## config.mk

```make
export PLATFORM = sky130hd
export DESIGN_NAME = display_datapath_flat
export DESIGN_NICKNAME = d
export VERILOG_FILES = /design/src/rtl/display_datapath_pkg.sv /design/src/rtl/display_datapath_if.sv /design/src/rtl/display_datapath_scanner.sv /design/src/rtl/display_datapath.sv /design/src/flat_wrapper.sv
export SDC_FILE = /design/constraint.sdc
export NUM_CORES = 1
export LEC_CHECK = 0
export ABC_AREA = 1
export CORE_ASPECT_RATIO = 0.7
export CORE_UTILIZATION = 52
export DETAILED_ROUTE_END_ITERATION = 10
export PLACE_DENSITY = 0.84
export SETUP_SLACK_MARGIN = 0.05
export SKIP_CTS_REPAIR_TIMING = 1
export SLEW_MARGIN = 15
export SYNTH_ARGS = -nofsm -noshare
export SYNTH_HDL_FRONTEND = slang
export SYNTH_HIERARCHICAL = 1
export SYNTH_SLANG_ARGS = --single-unit
export TNS_END_PERCENT = 10
```

## constraint.sdc

```tcl
create_clock -name clock -period 2.2 [get_ports clock]
set_input_delay 0.33 -clock clock [delete_from_list [all_inputs] [get_ports clock]]
set_output_delay 0.33 -clock clock [all_outputs]
set_load 0.03 [all_outputs]
```

## src/rtl/display_datapath_pkg.sv

```systemverilog
// Shared constants, mode encoding and FSM state encoding for the display datapath.
// Latency: n/a (definitions only).
// Backpressure: n/a.
package display_datapath_pkg;

    localparam int DEF_SCREEN_W = 160;
    localparam int DEF_SCREEN_H = 120;

    localparam logic [2:0] DEF_BG_COLOUR   = 3'b000;
    localparam logic [2:0] DEF_WIN_COLOUR  = 3'b010;
    localparam logic [2:0] DEF_LOSE_COLOUR = 3'b100;

    typedef enum logic [2:0] {
        MODE_NONE  = 3'd0,
        MODE_GAME  = 3'd1,
        MODE_ERASE = 3'd2,
        MODE_WIN   = 3'd3,
        MODE_LOSE  = 3'd4
    } mode_e;

    localparam logic [1:0] S_IDLE = 2'd0;
    localparam logic [1:0] S_SCAN = 2'd1;
    localparam logic [1:0] S_HOLD = 2'd2;

    // Fixed priority: lose beats win beats erase beats game.
    function automatic mode_e select_mode(input logic lose, input logic win,
                                          input logic erase, input logic game);
        if (lose)  return MODE_LOSE;
        if (win)   return MODE_WIN;
        if (erase) return MODE_ERASE;
        if (game)  return MODE_GAME;
        return MODE_NONE;
    endfunction

endpackage

```

## src/rtl/display_datapath_if.sv

```systemverilog
// Control-FSM to datapath bundle: one-hot enables, block description, pixel stream.
// Latency: n/a (wiring only).
// Backpressure: none; the pixel stream is a free-running strobe.
interface display_datapath_if;
    logic       update;
    logic       draw_game;
    logic       erase;
    logic       draw_win;
    logic       draw_lose;
    logic       enable_plot;
    logic [7:0] block_x;
    logic [6:0] block_y;
    logic [7:0] block_w;
    logic [6:0] block_h;
    logic [2:0] block_colour;
    logic [7:0] x;
    logic [6:0] y;
    logic [2:0] colour;
    logic       plot;
    logic       scan_done;

    modport master (
        output update, draw_game, erase, draw_win, draw_lose, enable_plot,
        output block_x, block_y, block_w, block_h, block_colour,
        input  x, y, colour, plot, scan_done
    );

    modport slave (
        input  update, draw_game, erase, draw_win, draw_lose, enable_plot,
        input  block_x, block_y, block_w, block_h, block_colour,
        output x, y, colour, plot, scan_done
    );
endinterface

```

## src/rtl/display_datapath_scanner.sv

```systemverilog
// 2-D column/row raster counter; extent captured on start, col wraps at width-1.
// Latency: counters move on the edge after start/step; last/empty are combinational.
// Backpressure: none; steps every cycle step_i is high.
module pixel_scanner (
    input  logic       clock,
    input  logic       reset,
    input  logic       start_i,
    input  logic       step_i,
    input  logic [7:0] w_i,
    input  logic [6:0] h_i,
    output logic [7:0] col_o,
    output logic [6:0] row_o,
    output logic       last_o,
    output logic       empty_o
);
    logic [7:0] w_q, w_d, col_q, col_d;
    logic [6:0] h_q, h_d, row_q, row_d;

    // Next counter values: start reloads, step advances x-major.
    always_comb begin
        w_d   = w_q;
        h_d   = h_q;
        col_d = col_q;
        row_d = row_q;
        if (start_i) begin
            w_d   = w_i;
            h_d   = h_i;
            col_d = 8'd0;
            row_d = 7'd0;
        end else if (step_i) begin
            if (col_q == w_q - 8'd1) begin
                col_d = 8'd0;
                row_d = row_q + 7'd1;
            end else begin
                col_d = col_q + 8'd1;
            end
        end
    end

    // Counter and extent registers.
    always_ff @(posedge clock or posedge reset) begin
        if (reset) begin
            w_q   <= 8'd0;
            h_q   <= 7'd0;
            col_q <= 8'd0;
            row_q <= 7'd0;
        end else begin
            w_q   <= w_d;
            h_q   <= h_d;
            col_q <= col_d;
            row_q <= row_d;
        end
    end

    assign empty_o = (w_q == 8'd0) || (h_q == 7'd0);
    assign last_o  = empty_o || ((col_q == w_q - 8'd1) && (row_q == h_q - 7'd1));
    assign col_o   = col_q;
    assign row_o   = row_q;
endmodule

```

## src/rtl/display_datapath.sv

```systemverilog
// Pixel datapath: latches a block on update, then raster-scans it or fills the screen.
// Latency: pixel (c,r) appears on x/y/colour/plot one cycle after its scan cycle.
// Backpressure: none; one pixel per clock, enable_plot only masks the strobe.
module display_datapath
    import display_datapath_pkg::*;
#(
    parameter int         SCREEN_W    = DEF_SCREEN_W,
    parameter int         SCREEN_H    = DEF_SCREEN_H,
    parameter logic [2:0] BG_COLOUR   = DEF_BG_COLOUR,
    parameter logic [2:0] WIN_COLOUR  = DEF_WIN_COLOUR,
    parameter logic [2:0] LOSE_COLOUR = DEF_LOSE_COLOUR
) (
    input logic               clock,
    input logic               reset,
    display_datapath_if.slave bus
);
    mode_e      mode_now, mode_q;
    logic [1:0] state_q, state_d;
    logic [7:0] sx_q, sw_q, org_x_q, x_q;
    logic [6:0] sy_q, sh_q, org_y_q, y_q;
    logic [2:0] scol_q, pix_colour_q, colour_q;
    logic       plot_q, done_q;

    logic       load, in_scan, same_mode, block_mode, pix_vld, on_screen, last, empty;
    logic [7:0] col, ext_w;
    logic [6:0] row, ext_h;
    logic [8:0] x_sum;
    logic [7:0] y_sum;

    assign mode_now   = select_mode(bus.draw_lose, bus.draw_win, bus.erase, bus.draw_game);
    assign in_scan    = (state_q == S_SCAN);
    assign same_mode  = (mode_now == mode_q);
    // A new scan starts from idle, or whenever the requested mode differs (abort/restart).
    assign load       = (mode_now != MODE_NONE) && ((state_q == S_IDLE) || !same_mode);
    assign block_mode = (mode_now == MODE_GAME) || (mode_now == MODE_ERASE);
    assign ext_w      = block_mode ? sw_q : 8'(SCREEN_W);
    assign ext_h      = block_mode ? sh_q : 7'(SCREEN_H);
    assign pix_vld    = in_scan && same_mode && !empty;
    assign x_sum      = {1'b0, org_x_q} + {1'b0, col};
    assign y_sum      = {1'b0, org_y_q} + {1'b0, row};
    assign on_screen  = (x_sum < 9'(SCREEN_W)) && (y_sum < 8'(SCREEN_H));

    pixel_scanner u_scanner (
        .clock   (clock),
        .reset   (reset),
        .start_i (load),
        .step_i  (in_scan),
        .w_i     (ext_w),
        .h_i     (ext_h),
        .col_o   (col),
        .row_o   (row),
        .last_o  (last),
        .empty_o (empty)
    );

    // FSM next state: load wins, dropped mode returns to idle, last pixel parks in hold.
    always_comb begin
        state_d = state_q;
        if (load)                          state_d = S_SCAN;
        else if (mode_now == MODE_NONE)    state_d = S_IDLE;
        else if (in_scan && last)          state_d = S_HOLD;
    end

    // Shadow block registers, written only while no draw mode is requested.
    always_ff @(posedge clock or posedge reset) begin
        if (reset) begin
            sx_q   <= 8'd0;
            sy_q   <= 7'd0;
            sw_q   <= 8'd0;
            sh_q   <= 7'd0;
            scol_q <= 3'd0;
        end else if (bus.update && (mode_now == MODE_NONE)) begin
            sx_q   <= bus.block_x;
            sy_q   <= bus.block_y;
            sw_q   <= bus.block_w;
            sh_q   <= bus.block_h;
            scol_q <= bus.block_colour;
        end
    end

    // FSM state plus per-scan origin/colour captured at scan start.
    always_ff @(posedge clock or posedge reset) begin
        if (reset) begin
            state_q      <= S_IDLE;
            mode_q       <= MODE_NONE;
            org_x_q      <= 8'd0;
            org_y_q      <= 7'd0;
            pix_colour_q <= 3'd0;
        end else begin
            state_q <= state_d;
            // Outside a load the request either matches mode_q or is NONE, so tracking it is exact.
            mode_q  <= mode_now;
            if (load) begin
                org_x_q <= block_mode ? sx_q : 8'd0;
                org_y_q <= block_mode ? sy_q : 7'd0;
                case (mode_now)
                    MODE_GAME:  pix_colour_q <= scol_q;
                    MODE_ERASE: pix_colour_q <= BG_COLOUR;
                    MODE_WIN:   pix_colour_q <= WIN_COLOUR;
                    default:    pix_colour_q <= LOSE_COLOUR;
                endcase
            end
        end
    end

    // Registered pixel outputs; coordinates hold between valid pixels.
    always_ff @(posedge clock or posedge reset) begin
        if (reset) begin
            x_q      <= 8'd0;
            y_q      <= 7'd0;
            colour_q <= 3'd0;
            plot_q   <= 1'b0;
            done_q   <= 1'b0;
        end else begin
            if (pix_vld) begin
                x_q      <= x_sum[7:0];
                y_q      <= y_sum[6:0];
                colour_q <= pix_colour_q;
            end
            plot_q <= bus.enable_plot && pix_vld && on_screen;
            done_q <= in_scan && same_mode && last;
        end
    end

    assign bus.x         = x_q;
    assign bus.y         = y_q;
    assign bus.colour    = colour_q;
    assign bus.plot      = plot_q;
    assign bus.scan_done = done_q;
endmodule

```

## src/flat_wrapper.sv

```systemverilog
// flat-port wrapper written by rule: the top's interface ports become plain ports
module display_datapath_flat import display_datapath_pkg::*;
#(
    parameter int         SCREEN_W    = DEF_SCREEN_W,
    parameter int         SCREEN_H    = DEF_SCREEN_H,
    parameter logic [2:0] BG_COLOUR   = DEF_BG_COLOUR,
    parameter logic [2:0] WIN_COLOUR  = DEF_WIN_COLOUR,
    parameter logic [2:0] LOSE_COLOUR = DEF_LOSE_COLOUR
)
  (clock, reset, bus_update, bus_draw_game, bus_erase, bus_draw_win, bus_draw_lose, bus_enable_plot, bus_block_x, bus_block_y, bus_block_w, bus_block_h, bus_block_colour, bus_x, bus_y, bus_colour, bus_plot, bus_scan_done);
  display_datapath_if bus_i ();
  input logic clock;
  input logic reset;
  input wire logic [$bits(bus_i.update)-1:0] bus_update;
  input wire logic [$bits(bus_i.draw_game)-1:0] bus_draw_game;
  input wire logic [$bits(bus_i.erase)-1:0] bus_erase;
  input wire logic [$bits(bus_i.draw_win)-1:0] bus_draw_win;
  input wire logic [$bits(bus_i.draw_lose)-1:0] bus_draw_lose;
  input wire logic [$bits(bus_i.enable_plot)-1:0] bus_enable_plot;
  input wire logic [$bits(bus_i.block_x)-1:0] bus_block_x;
  input wire logic [$bits(bus_i.block_y)-1:0] bus_block_y;
  input wire logic [$bits(bus_i.block_w)-1:0] bus_block_w;
  input wire logic [$bits(bus_i.block_h)-1:0] bus_block_h;
  input wire logic [$bits(bus_i.block_colour)-1:0] bus_block_colour;
  output wire logic [$bits(bus_i.x)-1:0] bus_x;
  output wire logic [$bits(bus_i.y)-1:0] bus_y;
  output wire logic [$bits(bus_i.colour)-1:0] bus_colour;
  output wire logic [$bits(bus_i.plot)-1:0] bus_plot;
  output wire logic [$bits(bus_i.scan_done)-1:0] bus_scan_done;
  assign bus_i.update = bus_update;
  assign bus_i.draw_game = bus_draw_game;
  assign bus_i.erase = bus_erase;
  assign bus_i.draw_win = bus_draw_win;
  assign bus_i.draw_lose = bus_draw_lose;
  assign bus_i.enable_plot = bus_enable_plot;
  assign bus_i.block_x = bus_block_x;
  assign bus_i.block_y = bus_block_y;
  assign bus_i.block_w = bus_block_w;
  assign bus_i.block_h = bus_block_h;
  assign bus_i.block_colour = bus_block_colour;
  assign bus_x = bus_i.x;
  assign bus_y = bus_i.y;
  assign bus_colour = bus_i.colour;
  assign bus_plot = bus_i.plot;
  assign bus_scan_done = bus_i.scan_done;
  display_datapath #(.SCREEN_W(SCREEN_W), .SCREEN_H(SCREEN_H), .BG_COLOUR(BG_COLOUR), .WIN_COLOUR(WIN_COLOUR), .LOSE_COLOUR(LOSE_COLOUR)) u_core (.clock(clock), .reset(reset), .bus(bus_i));
endmodule
```

==> flow_metrics.py <==
metrics = {
    "pwr": {
        "p_int_w": 0.00376,
        "combPwrFrac_pct": 25.8,
        "p_total_w": 0.00547,
        "p_leak_nw": 3.62,
        "pwr-share-clk_pct": 30.2,
        "ir_drop_mv": 0.449,
        "power_density_mw_per_mm2": 771,
        "power.switching_w": 0.00171,
        "seqPwrFrac_pct": 44.0,
        "switching_share_pct": 31.3,
    },
    "yosys": {
        "ys_seq_area_share_pct": 45.7,
        "synthCells": 750,
        "synth.avg_cell_area_um2": 7.73,
        "async_flop_share_pct": 100,
        "yosysWarnings": 6,
        "synth_fp_nets": 814,
        "yosysUniqueCellTypes": 33,
        "synthesis.area_mm2": 0.00580,
        "yosys_most_used_dff": "dfrtp_1",
        "synth_enable_flop_cells": 0,
        "synth_seq_cells": 106,
    },
    "cts": {
        "clock-sinks": 106,
        "path_clk_slew_ns": 0.07,
        "cts_root_buffer": "clkbuf_16",
        "cts_buffer_depth": 2,
        "insertion_delay_ns": 0.35,
        "h-tree-depth": 3,
        "cts_tree": "done",
        "cts_made_buffers": 9,
    },
    "timing": {
        "min_period_over_period_pct": 92.7,
        "skew_ns": 0.0114,
        "setup_viol": 0,
        "min_period_ns": 2.04,
        "rsz0062_at_grt": "yes",
        "hold_viol_final": 0,
        "worstMarginPinSlew_ns": 0.543,
        "relSlewSlack_pct": 63.7,
        "final.setup.worst_slack_ns": 0.161,
        "fmax_mhz": 490,
        "slew_violations": 0,
    },
    "critical_path": {
        "critPathKind": "reg -> reg",
        "ff2ff_setup_slack_ns": 0.16,
        "worstRegToRegCells": 16,
        "timing.rr.start": "u_core/u_scanner/w_q[0]",
        "crit_family": "simple AND/OR/NAND/NOR gates",
        "path_buf_inv": 4,
        "worstSetupStartpointType": "flop",
        "reg2reg_to": "u_core/state_q[0]",
        "worst_setup_path_end_kind": "flop",
        "worstPathArrival_ns": 2.27,
        "cp_common_cell": "nand2_1",
        "crit_fanout": 7,
        "worstPathCellList": "inv_2, ha_4, nand2_1, inv_1, nor2_1, nand2_1, nor2_1, nand3_1, nor2_2, nand3_2, nand2_1, inv_1, nor2_2, inv_1, nand3_1, nand2_1",
        "slowest_stage": "dfrtp_1",
        "worstPathRequired_ns": 2.43,
        "crit_path_max_incr_delay_ns": 0.40,
    },
    "finish": {
        "stdcell_area_mm2": 0.00710,
        "post-route-util_pct": 67.1,
        "area_growth_pct": 22.5,
        "drive_gt1_share_pct": 10.6,
        "fin_cells": 979,
        "final_cell_mix": "241 x nand2_1, 105 x dfrtp_1, 97 x inv_1, 57 x clkdlybuf4s50_1, 56 x nor2_1",
        "final_nets": 890,
        "mostFrequentLayoutCell": "nand2_1",
        "n_antenna_cell": 0,
    },
    "placed_design": {
        "port_buffers": 60,
        "place_area_mm2": 0.00670,
        "dp_cells": 960,
        "place_ws_ns": -0.350,
        "gp_congestion": 0.845,
        "hpwl_um": 9560,
    },
    "worst_hold_path": {
        "min_path_type": "in -> reg",
        "hold_path_depth": 1,
        "hold_start": "bus_draw_lose",
        "hold_path_end": "u_core/mode_q[2]",
    },
    "route": {
        "wl_per_cell_um": 13.3,
        "ant_nets": 0,
        "dr.pass1.iters": 5,
        "vias_per_cell": 5.00,
        "drc": 0,
        "drt_iter0_drc": 386,
        "vias": 4891,
        "drt-total-wl_um": 13000,
    },
    "floorplan": {
        "core-area_mm2": 0.0106,
        "rows": 31,
        "die_height_um": 90.3,
        "io_pins": 61,
        "die_w_um": 128,
        "initial_core_util_pct": 54.8,
        "die_area_mm2": 0.0116,
    },
    "grt": {
        "grt_start_max_net_pins": 67,
        "grt_pass1_wl_um": 21900,
        "grt_pass1_vias": 4562,
        "overflow": 0,
        "grt_usage_pct": 24.1,
        "antenna_found_initial": 0,
    },
    "flow_run": {
        "drv_cap": 0,
    },
    "outcome": {
        "status": "completed",
    },
}
registers in the layout, indices dropped and copies added, names as in the netlist, 8 cells and up:
| signal | flops |
|---|---|
| u_core/u_scanner/w_q | 8 |
| u_core/bus.x | 8 |
| u_core/sw_q | 8 |
| u_core/sx_q | 8 |
| u_core/u_scanner/col_o | 8 |
| u_core/org_x_q | 8 |
power by group through the flow:
| stage | clock network [W] | registers (W) | logic, W |
|---|---|---|---|
| 6_report | 0.00165 | 0.00241 | 0.00141 |
| 4_1_cts | 0.00169 | 0.00241 | 0.00138 |
| 2_1_floorplan | 0 | 0.00259 | 0.000712 |
| 3_5_place_dp | 0 | 0.00244 | 0.00137 |
| 5_1_grt | 0.00178 | 0.00244 | 0.00156 |
| 3_3_place_gp | 0 | 0.00243 | 0.00133 |
per-layer routing:
layer | part of all wire [%] | track usage, % | up-vias
met4 | 2.3 | 7.75 | 0
met5 | 0 | 0 | -
li1 | - | - | 2465
met2 | 43 | 34.5 | 183
met1 | 48 | 36.0 | 2212
met3 | 6.8 | 5.45 | 31
worst max-delay path by stage:
stage                                       start                        end  slack (ns)  cells past startpoint
after floorplan                      bus_draw_win  u_core/u_scanner/col_o[7]        0.17                     16
final                     u_core/u_scanner/w_q[0]          u_core/state_q[0]        0.16                     16
after CTS                            bus_draw_win  u_core/u_scanner/col_o[6]      -0.008                     16
after detailed placement             bus_draw_win  u_core/u_scanner/col_o[6]       -0.35                     16
after global placement              bus_draw_lose  u_core/u_scanner/col_o[7]       -0.23                     15
after global routing      u_core/u_scanner/w_q[0]            u_core/bus.plot        0.02                     12
through the flow:
stage	hold slack, ns	setup TNS, ns
6_report	0.220	0
5_1_grt	0.211	0
4_1_cts	0.427	-0.00823
3_5_place_dp	0.457	-4.04
3_3_place_gp	0.454	-2.50
2_1_floorplan	0.361	0
worst reg2reg max path, cell delays in order, from the launching register on:
cell and delay (ns):
dfrtp_1 0.40, inv_2 0.15, ha_4 0.23, nand2_1 0.06, inv_1 0.04, nor2_1 0.07, nand2_1 0.05, nor2_1 0.11
nand3_1 0.09, nor2_2 0.15, nand3_2 0.11, nand2_1 0.07, inv_1 0.05, nor2_2 0.13, inv_1 0.08, nand3_1 0.08
nand2_1 0.05
Yosys cell counts (2+ instances only):
cell type / number / area (µm²)
inv_2: 4 / 15.0
buf_4: 3 / 22.5
clkbuf_1: 9 / 33.8
buf_2: 6 / 30.0
buf_6: 6 / 67.6
or2_2: 2 / 12.5
a21oi_1: 15 / 75.1
xnor2_1: 12 / 105
o21ai_1: 26 / 130
nand3b_1: 2 / 15.0
dfrtp_1: 106 / 2650
nor2_2: 8 / 50.1
nand3_1: 50 / 250
ha_1: 21 / 263
nand2_2: 3 / 18.8
inv_1: 99 / 372
nand3_2: 4 / 40.0
nor3_1: 4 / 20.0
nor2_1: 58 / 218
nand2_1: 244 / 916
nand4_1: 4 / 25.0
xor2_1: 19 / 166
fa_1: 2 / 40.0
o21ai_0: 33 / 165
nand2_4: 2 / 22.5
final cells by class:
type	instances	area, µm²
clock buffer	10	239
clock inverter	6	72.6
fill	858	3490
inverter	104	394
multi-input combinational	514	2640
sequential	106	2650
tap	148	185
timing repair buffer	91	916
kinds of logic (layout without fill, tap and decap cells):
group	after synthesis	in the layout	synth area share, %
XOR/XNOR	31	31	4.68
adder cells (fa/ha/maj)	23	23	5.22
AO/OA/AOI/OAI	78	78	6.99
AND/OR/NAND/NOR	382	382	27.6
buffers and inverters	130	211	9.78
flip-flops	106	106	45.7
No activity file was read; power rests on OpenSTA's default activity.
==> RTL change: new RTL, config.mk and constraints unchanged <==
Encoding of `mode_e`: now one-hot (5 bits for 5 values).
--- a/src/rtl/display_datapath_pkg.sv
+++ b/src/rtl/display_datapath_pkg.sv
@@ -10,12 +10,12 @@
     localparam logic [2:0] DEF_WIN_COLOUR  = 3'b010;
     localparam logic [2:0] DEF_LOSE_COLOUR = 3'b100;
 
-    typedef enum logic [2:0] {
-        MODE_NONE  = 3'd0,
-        MODE_GAME  = 3'd1,
-        MODE_ERASE = 3'd2,
-        MODE_WIN   = 3'd3,
-        MODE_LOSE  = 3'd4
+    typedef enum logic [4:0] {
+        MODE_NONE  = 5'b00001,
+        MODE_GAME  = 5'b00010,
+        MODE_ERASE = 5'b00100,
+        MODE_WIN   = 5'b01000,
+        MODE_LOSE  = 5'b10000
     } mode_e;
 
     localparam logic [1:0] S_IDLE = 2'd0;
Behaviour: no difference found for any inputs over 4 cycles, from zero or initial values and one cycle with reset high; so few cycles prove little.
==> RTL change against the original RTL <==
Final area increased by 1.1%; total power rose by 6.8%; sequential cell count is 2 higher; area after synthesis grew 2.6%; fmax rose by 2.9%; sequential share of layout area rose by 0.27 points; wire length grew 2.0%; worst setup slack gained 57 ps; critical endpoint is now u_core/u_scanner/col_o[7]$_DFFE_PP0P_; highest routed layer unchanged.
==> RTL change: results <==
set metrics [dict create \
    gp_congestion 0.881 \
    synth_warnings 6 \
    nets 892 \
    maxSlewHeadroom_pct 68.9 \
    place_ws_ps -520 \
    synth-adder-area-share_pct 5.09 \
    power_leakage_nw 3.63 \
    crit_slowest_cell "dfstp_2" \
    grtUsageTotal_pct 24.8 \
    max-vdd-ir-drop_mv 0.636 \
    grt_pass1_wl_um 22700 \
    dp_hpwl_um 9520 \
    drt-initial-drc-count 397 \
    netlist_top_cells_count "nand2_1, inv_1, dfrtp_1" \
    fin_skew_ps 9.19 \
    dr_wl_met3_um 812 \
    drive_gt1_share_pct 9.36 \
    arrival_ps 2220 \
    wl_per_cell_um 13.5 \
    drt-total-wl_um 13300 \
    highest_layer "met4" \
    synthTopCellsByArea "dfrtp_1, nand2_1, inv_1, o21ai_0, ha_1" \
    synth-compound-area-share_pct 8.58 \
    grt_pass1_vias 4725 \
    critical_path_buf_inv_count 3 \
    cp_max_fo 5 \
    ys_seq_area_share_pct 45.4 \
    diodes 0 \
    wl_met1_um 6510 \
    route.met2.wl_um 5810 \
    num_vias 4968 \
    synth_cell_types 34 \
    numCtsBuffers 9 \
    port_buffers 60 \
    syn-num-nets 828 \
    synthXorXnorAreaFrac_pct 4.86 \
    dp.cells 970 \
    htreeDepth 3 \
    slowest_delay_ps 540 \
    synth_cells 764 \
    yosys-mux-area-fraction_pct 0 \
    status "completed" \
    dpl-instance-area_mm2 0.00680 \
]
[RTL change: cells by family (layout without fill, tap and decap cells)]
family / Yosys count / in the layout
fa+ha+maj: 23 / 23
buf+inv: 142 / 211
compound gates: 91 / 91
flops: 108 / 108
simple gates: 367 / 367
xor+xnor: 33 / 33
[RTL change: per-layer routing]
| metal | GRT usage [%] | vias to the layer above |
|---|---|---|
| li1 | - | 2496 |
| met1 | 36.2 | 2279 |
| met2 | 36.2 | 171 |
| met3 | 6.54 | 22 |
| met4 | 6.30 | 0 |
| met5 | 0 | - |
[RTL change: path summary, 6_finish.rpt]
kind / to / depth (start not counted) / start / slack [ps]
max in group asynchronous: u_core/sh_q[6]$_DFFE_PP0P_ / 3 / reset / 1230
hold reg to reg: u_core/bus.y[5]$_DFFE_PP0P_ / 2 / u_core/bus.y[5]$_DFFE_PP0P_ / 480
hold / removal: u_core/mode_q[4]$_DFF_PP0_ / 1 / bus_draw_lose / 240
min in group asynchronous: u_core/sx_q[3]$_DFFE_PP0P_ / 2 / reset / 370
setup reg to reg: u_core/u_scanner/col_o[7]$_DFFE_PP0P_ / 14 / u_core/mode_q[0]$_DFF_PP1_ / 220
setup / recovery: u_core/u_scanner/col_o[7]$_DFFE_PP0P_ / 14 / u_core/mode_q[0]$_DFF_PP1_ / 220
[RTL change: cell type report]
class | count | area (um2)
Timing Repair Buffer | 79 | 820
Inverter | 116 | 439
Tap cell | 153 | 191
Multi-Input combinational cell | 514 | 2680
Clock inverter | 7 | 123
Fill cell | 900 | 3910
Clock buffer | 9 | 225
Sequential cell | 108 | 2700
[RTL change: power by group]
group          switching [mW]  internal [mW]
clock network           0.754           1.12
logic                   0.899          0.601
registers               0.165           2.31
